**config.mk**
```make
export PLATFORM = sky130hd
export DESIGN_NAME = uart_rx_fifo
export DESIGN_NICKNAME = d
export VERILOG_FILES = /design/src/rtl/uart_rx_fifo.sv
export SDC_FILE = /design/constraint.sdc
export NUM_CORES = 1
export LEC_CHECK = 0
export ABC_AREA = 0
export ABC_CLOCK_PERIOD_IN_PS = 2730
export BUFFER_PORTS_ARGS = -buffer_cell sky130_fd_sc_hd__buf_4
export CORE_MARGIN = 5
export CORE_UTILIZATION = 30
export CTS_CLUSTER_DIAMETER = 150
export DETAILED_ROUTE_END_ITERATION = 8
export PLACE_DENSITY = 0.47
export SETUP_SLACK_MARGIN = 0.05
export SLEW_MARGIN = 10
export SYNTH_ARGS = -nofsm -noshare
export SYNTH_HDL_FRONTEND = slang
export SYNTH_SLANG_ARGS = --single-unit
```
**constraint.sdc**
```tcl
create_clock -name clk -period 2.73 [get_ports clk]
set_input_delay 0.546 -clock clk [delete_from_list [all_inputs] [get_ports clk]]
set_output_delay 0.546 -clock clk [all_outputs]
set_load 0.05 [all_outputs]
```
**src/rtl/uart_rx_fifo.sv**
```systemverilog
// UART receiver: 3-sample majority, parity, 1/2 stop bits, break detect,
// and a first-word-fall-through frame FIFO with per-entry error tags.
module uart_rx_fifo #(
  parameter int DATA_BITS  = 8,
  parameter int OVERSAMPLE = 16,
  parameter int FIFO_DEPTH = 4
) (
  input  logic                   clk,
  input  logic                   rst,
  input  logic                   rx,
  input  logic                   rx_clk_en,
  input  logic [1:0]             parity_mode,
  input  logic                   two_stop,
  input  logic                   rd_en,
  input  logic                   state_clear,
  output logic [DATA_BITS-1:0]   rd_data,
  output logic                   rd_perr,
  output logic                   rd_ferr,
  output logic                   empty,
  output logic [$clog2(FIFO_DEPTH+1)-1:0] count,
  output logic                   overrun,
  output logic                   break_det
);

  localparam int CW = $clog2(OVERSAMPLE);
  localparam int BW = $clog2(DATA_BITS + 1);
  localparam int PW = $clog2(FIFO_DEPTH);
  localparam int NW = $clog2(FIFO_DEPTH + 1);
  localparam logic [CW-1:0] S0 = CW'(OVERSAMPLE / 2 - 1);
  localparam logic [CW-1:0] S1 = CW'(OVERSAMPLE / 2);
  localparam logic [CW-1:0] S2 = CW'(OVERSAMPLE / 2 + 1);
  localparam logic [CW-1:0] SL = CW'(OVERSAMPLE - 1);

  typedef enum logic [2:0] {
    IDLE, START, DATA, PARITY, STOP1, STOP2
  } state_e;

  state_e                 state_q;
  logic [CW-1:0]          cnt_q;
  logic [1:0]             smp_q;
  logic                   rx_s1_q, rx_s2_q;
  logic                   hold_q;
  logic [DATA_BITS-1:0]   sh_q;
  logic [BW-1:0]          bits_q;
  logic                   pbit_q;
  logic [1:0]             pmode_q;
  logic                   two_q;
  logic                   ferr_q;
  logic                   brk_q;
  logic                   push_q;
  logic [DATA_BITS-1:0]   pd_q;
  logic                   pp_q, pf_q;

  logic maj, res, last, par_en, par_x, perr_w, brk_w;

  assign maj = (smp_q[0] & smp_q[1]) | (smp_q[0] & rx_s2_q)
             | (smp_q[1] & rx_s2_q);
  assign res    = (cnt_q == S2);
  assign last   = (cnt_q == SL);
  assign par_en = pmode_q[0] ^ pmode_q[1];
  assign par_x  = (^sh_q) ^ pbit_q;
  // odd mode flips the sense of the even-parity check
  assign perr_w = par_en & (par_x ^ pmode_q[1]);
  assign brk_w  = (sh_q == '0) & ~(par_en & pbit_q) & ~maj;

  always_ff @(posedge clk or negedge rst) begin
    if (!rst) begin
      state_q <= IDLE;
      cnt_q   <= '0;
      smp_q   <= '1;
      rx_s1_q <= 1'b1;
      rx_s2_q <= 1'b1;
      hold_q  <= 1'b0;
      sh_q    <= '0;
      bits_q  <= '0;
      pbit_q  <= 1'b0;
      pmode_q <= 2'b00;
      two_q   <= 1'b0;
      ferr_q  <= 1'b0;
      brk_q   <= 1'b0;
      push_q  <= 1'b0;
      pd_q    <= '0;
      pp_q    <= 1'b0;
      pf_q    <= 1'b0;
    end else begin
      push_q  <= 1'b0;
      rx_s1_q <= rx;
      rx_s2_q <= rx_s1_q;
      if (state_clear) brk_q <= 1'b0;
      if (rx_clk_en) begin
        if (state_q != IDLE) begin
          cnt_q <= last ? '0 : cnt_q + CW'(1);
          if (cnt_q == S0) smp_q[0] <= rx_s2_q;
          if (cnt_q == S1) smp_q[1] <= rx_s2_q;
        end
        unique case (state_q)
          IDLE: begin
            if (hold_q) begin
              hold_q <= ~rx_s2_q;
            end else if (!rx_s2_q) begin
              state_q <= START;
              cnt_q   <= CW'(1);
            end
          end
          START: begin
            if (res && maj) begin
              state_q <= IDLE;
              cnt_q   <= '0;
            end else if (last) begin
              state_q <= DATA;
              pmode_q <= parity_mode;
              two_q   <= two_stop;
              bits_q  <= '0;
            end
          end
          DATA: begin
            if (res) begin
              sh_q   <= {maj, sh_q[DATA_BITS-1:1]};
              bits_q <= bits_q + BW'(1);
            end
            if (last && bits_q == BW'(DATA_BITS))
              state_q <= par_en ? PARITY : STOP1;
          end
          PARITY: begin
            if (res) pbit_q <= maj;
            if (last) state_q <= STOP1;
          end
          STOP1: begin
            if (res) begin
              if (brk_w) begin
                brk_q   <= 1'b1;
                hold_q  <= 1'b1;
                state_q <= IDLE;
                cnt_q   <= '0;
              end else begin
                ferr_q <= ~maj;
                if (!two_q) begin
                  push_q  <= 1'b1;
                  pd_q    <= sh_q;
                  pp_q    <= perr_w;
                  pf_q    <= ~maj;
                  state_q <= IDLE;
                  cnt_q   <= '0;
                end
              end
            end else if (last) begin
              state_q <= STOP2;
            end
          end
          STOP2: begin
            if (res) begin
              push_q  <= 1'b1;
              pd_q    <= sh_q;
              pp_q    <= perr_w;
              pf_q    <= ferr_q | ~maj;
              state_q <= IDLE;
              cnt_q   <= '0;
            end
          end
          default: state_q <= IDLE;
        endcase
      end
    end
  end

  logic [DATA_BITS+1:0] mem_q [FIFO_DEPTH];
  logic [PW-1:0]        wp_q, rp_q;
  logic [NW-1:0]        n_q, n_d;
  logic                 ovr_q;
  logic                 full, emp, do_pop, do_push;

  assign full    = (n_q == NW'(FIFO_DEPTH));
  assign emp     = (n_q == '0);
  assign do_pop  = rd_en & ~emp;
  assign do_push = push_q & (~full | do_pop);

  always_comb begin
    n_d = n_q;
    if (do_push && !do_pop) n_d = n_q + NW'(1);
    if (do_pop && !do_push) n_d = n_q - NW'(1);
  end

  always_ff @(posedge clk or negedge rst) begin
    if (!rst) begin
      wp_q  <= '0;
      rp_q  <= '0;
      n_q   <= '0;
      ovr_q <= 1'b0;
      for (int i = 0; i < FIFO_DEPTH; i++) mem_q[i] <= '0;
    end else begin
      n_q <= n_d;
      if (do_push) begin
        mem_q[wp_q] <= {pp_q, pf_q, pd_q};
        wp_q        <= wp_q + PW'(1);
      end
      if (do_pop) rp_q <= rp_q + PW'(1);
      if (state_clear) ovr_q <= 1'b0;
      if (push_q && full && !do_pop) ovr_q <= 1'b1;
    end
  end

  assign {rd_perr, rd_ferr, rd_data} = mem_q[rp_q];
  assign empty     = emp;
  assign count     = n_q;
  assign overrun   = ovr_q;
  assign break_det = brk_q;

endmodule

```
==> flow_summary.yaml <==
outcome:
  status: "completed"
synthesis:
  synth-seq-area-share_pct: 51.3
  yosys.area.top_type: "dfrtp_1"
  synth_nets: 366
  synth-seq-cells: 89
  synth_edf_count: 0
  synth.avg_cell_area_sq_um: 12.7
  synthCells: 342
  synth_most_common_cell: "dfrtp_1"
  synth_commonest_cells: "dfrtp_1 (85), mux2_2 (33), nand2_1 (29)"
  synth_area_sq_um: 4350
  yosys_warnings: 0
  async_flop_share_pct: 100
  ys_types: 51
  synthTopCellsByArea: "dfrtp_1 (49%), mux2_2 (8.5%), mux4_2 (5.2%)"
  synth_top_area_share_pct: 48.9
  synth-main-ff-cell: "dfrtp_1"
setup_path:
  r2r-end: "count[2]"
  crit_type: "flip-flop to primary output"
  crit_arrival_ps: 1740
  end_kind: "primary output"
  rrSetupSlack_ps: 540
  critPathMaxFanout: 10
  cp.required_ps: 2180
  r2r_cells: 9
  reg2reg_from: "count[1]"
  critPathLaunchType: "flip-flop"
clock_tree:
  path_clk_slew_ps: 70
  cts_setup_buffers: 0
  cts_resized: 0
  cts_max_level: 3
  cts_buffers: 9
  clockRootBuffer: "clkbuf_16"
  cts_sinks: 89
  tritoncts: "built"
  clock_path_buffers: 2
  insertion_delay_ps: 340
  cts_hold_buf: 0
pwr:
  p_leak_nw: 2.45
  cellPowerDensity_nw_per_um2: 883
  ir_worst_vdd_uv: 385
  power_mw: 4.49
sta:
  fmaxAchievable_mhz: 438
  timing.final.crit_share_pct: 83.7
  finalHoldViolations: 0
  drv_slew: 0
  min_period_ps: 2280
  finalSetupTns_ps: 0
  finalClockSkew_ps: 6.73
  worstMarginPinSlew_ps: 555
  rsz0062_at_grt: "no"
  relSlewSlack_pct: 63.0
  finalSetupViolCount: 0
job:
  cap_viol_max_count: 0
routing:
  ant_nets: 0
  drc: 0
  wire_per_inst_microns: 14.7
  first_iter_violations: 107
  dr.pass1.iters: 4
  wl_microns: 8330
  vias: 2608
  routed_via_density: 4.61
global_route:
  grt_pass1_wl_microns: 14300
  grt_antenna_before_repair: 0
  grt_usage_pct: 10.9
  grt_max_degree: 28
  grt_overflow: 0
  grt_pass1_vias: 2763
floorplanning:
  dieHeight_microns: 130
  core_area_sq_um: 14400
  dieArea_sq_um: 17000
  ios: 25
  die_w_microns: 130
  initial_core_util_pct: 30.3
  num_rows: 44
worst_hold_path:
  hold_class: "input port to asynchronous set/reset pin"
placed_design:
  port_buffers: 24
  gp_congestion: 0.784
  dp_hpwl_microns: 5910
finish:
  antenna_cells: 0
  nets: 401
  area_delta_synth_final_pct: 17.0
  drive_above_1_share_pct: 31.9
-- critical path: stages (launching register included) --
cell and delay, ps:
dfrtp_1 380, buf_4 260, mux4_2 550, buf_4 210
-- sequential cells by signal, summed over array words and instances (netlist names), 2 cells and up --
name and count:
pd_q 8, sh_q 8, bits_q 4, mem_q 40
smp_q 2, rp_q 2, count 3, cnt_q 4
state_q 3, pmode_q 2, wp_q 2
-- per-layer routing --
layer	wire [microns]	part of all wire (%)	track usage [%]	vias to the layer above
li1	-	-	-	1293
met1	3880	47	14.1	1276
met2	4010	48	17.4	29
met3	317	3.8	3.21	10
met4	121	1.5	3.81	0
met5	0	0	0	-
-- report_power, final --
part / leakage, nW / switching (mW) / internal [mW] / total [mW]
Combinational: 1.16 / 0.688 / 0.642 / 1.33
Clock: 0.143 / 0.574 / 0.646 / 1.22
Sequential: 1.14 / 0.355 / 1.59 / 1.94
-- area by class of cell --
type | instances | area (sq um)
Multi-Input combinational cell | 219 | 1980
Timing Repair Buffer | 35 | 263
Inverter | 23 | 86.3
Fill cell | 1427 | 9280
Clock buffer | 9 | 225
Tap cell | 184 | 230
Sequential cell | 89 | 2230
Clock inverter | 7 | 67.6
-- cells in the final DEF, fill, tap and decap left out, types with 4 or more instances in the layout --
| master | netlist | final |
|---|---|---|
| mux2_1 | 14 | 14 |
| nor2b_1 | 4 | 4 |
| mux2_4 | 11 | 11 |
| buf_4 | 1 | 35 |
| ha_1 | 14 | 14 |
| clkbuf_16 | 0 | 9 |
| o21ai_0 | 7 | 7 |
| xnor2_1 | 9 | 9 |
| nor2_1 | 11 | 11 |
| xor2_1 | 5 | 5 |
| nand3_1 | 5 | 5 |
| nand4b_1 | 4 | 4 |
| a21oi_1 | 8 | 8 |
| mux4_2 | 10 | 10 |
| nand4_1 | 4 | 4 |
| dfrtp_1 | 85 | 85 |
| dfstp_2 | 4 | 4 |
| mux2_2 | 33 | 33 |
| o21ai_1 | 11 | 11 |
| nand2_1 | 29 | 29 |
| inv_1 | 22 | 22 |
-- how the worst max path moves through the flow --
stage / startpoint / end / slack (ps) / depth (start not counted)
after global routing: rp_q[0] / rd_data[0] / 350 / 3
after CTS: rp_q[0] / rd_data[0] / 400 / 3
after detailed placement: rd_en / count[2] / 350 / 10
after global placement: rd_en / count[2] / 370 / 10
final: rp_q[0] / rd_data[0] / 450 / 3
after floorplan: count[1] / count[2] / 220 / 8
-- through the flow --
stage | cells | area [sq um] | util [%] | hold slack [ps] | setup slack [ps]
4_1_cts | 566 | 5090 | 35.4 | 54.5 | 400
2_1_floorplan | 342 | 4350 | - | 250 | 221
3_3_place_gp | 550 | 4800 | 33.4 | 351 | 375
6_report | 566 | 5090 | 35.4 | 59.2 | 445
5_1_grt | 566 | 5090 | 35.4 | 63.2 | 346
3_5_place_dp | 550 | 4800 | 33.4 | 350 | 351
-- kinds of logic after synthesis --
logic type | share of synthesized area (%)
adders and majority gates | 4.75
DFF | 51.3
muxes | 21.1
AOI/OAI and AO/OA | 6.88
and+or+nand+nor | 9.44
buffers and inverters | 3.28
xor gates and xnor gates | 3.19
Note: power is estimated with default switching activity, not from simulation.
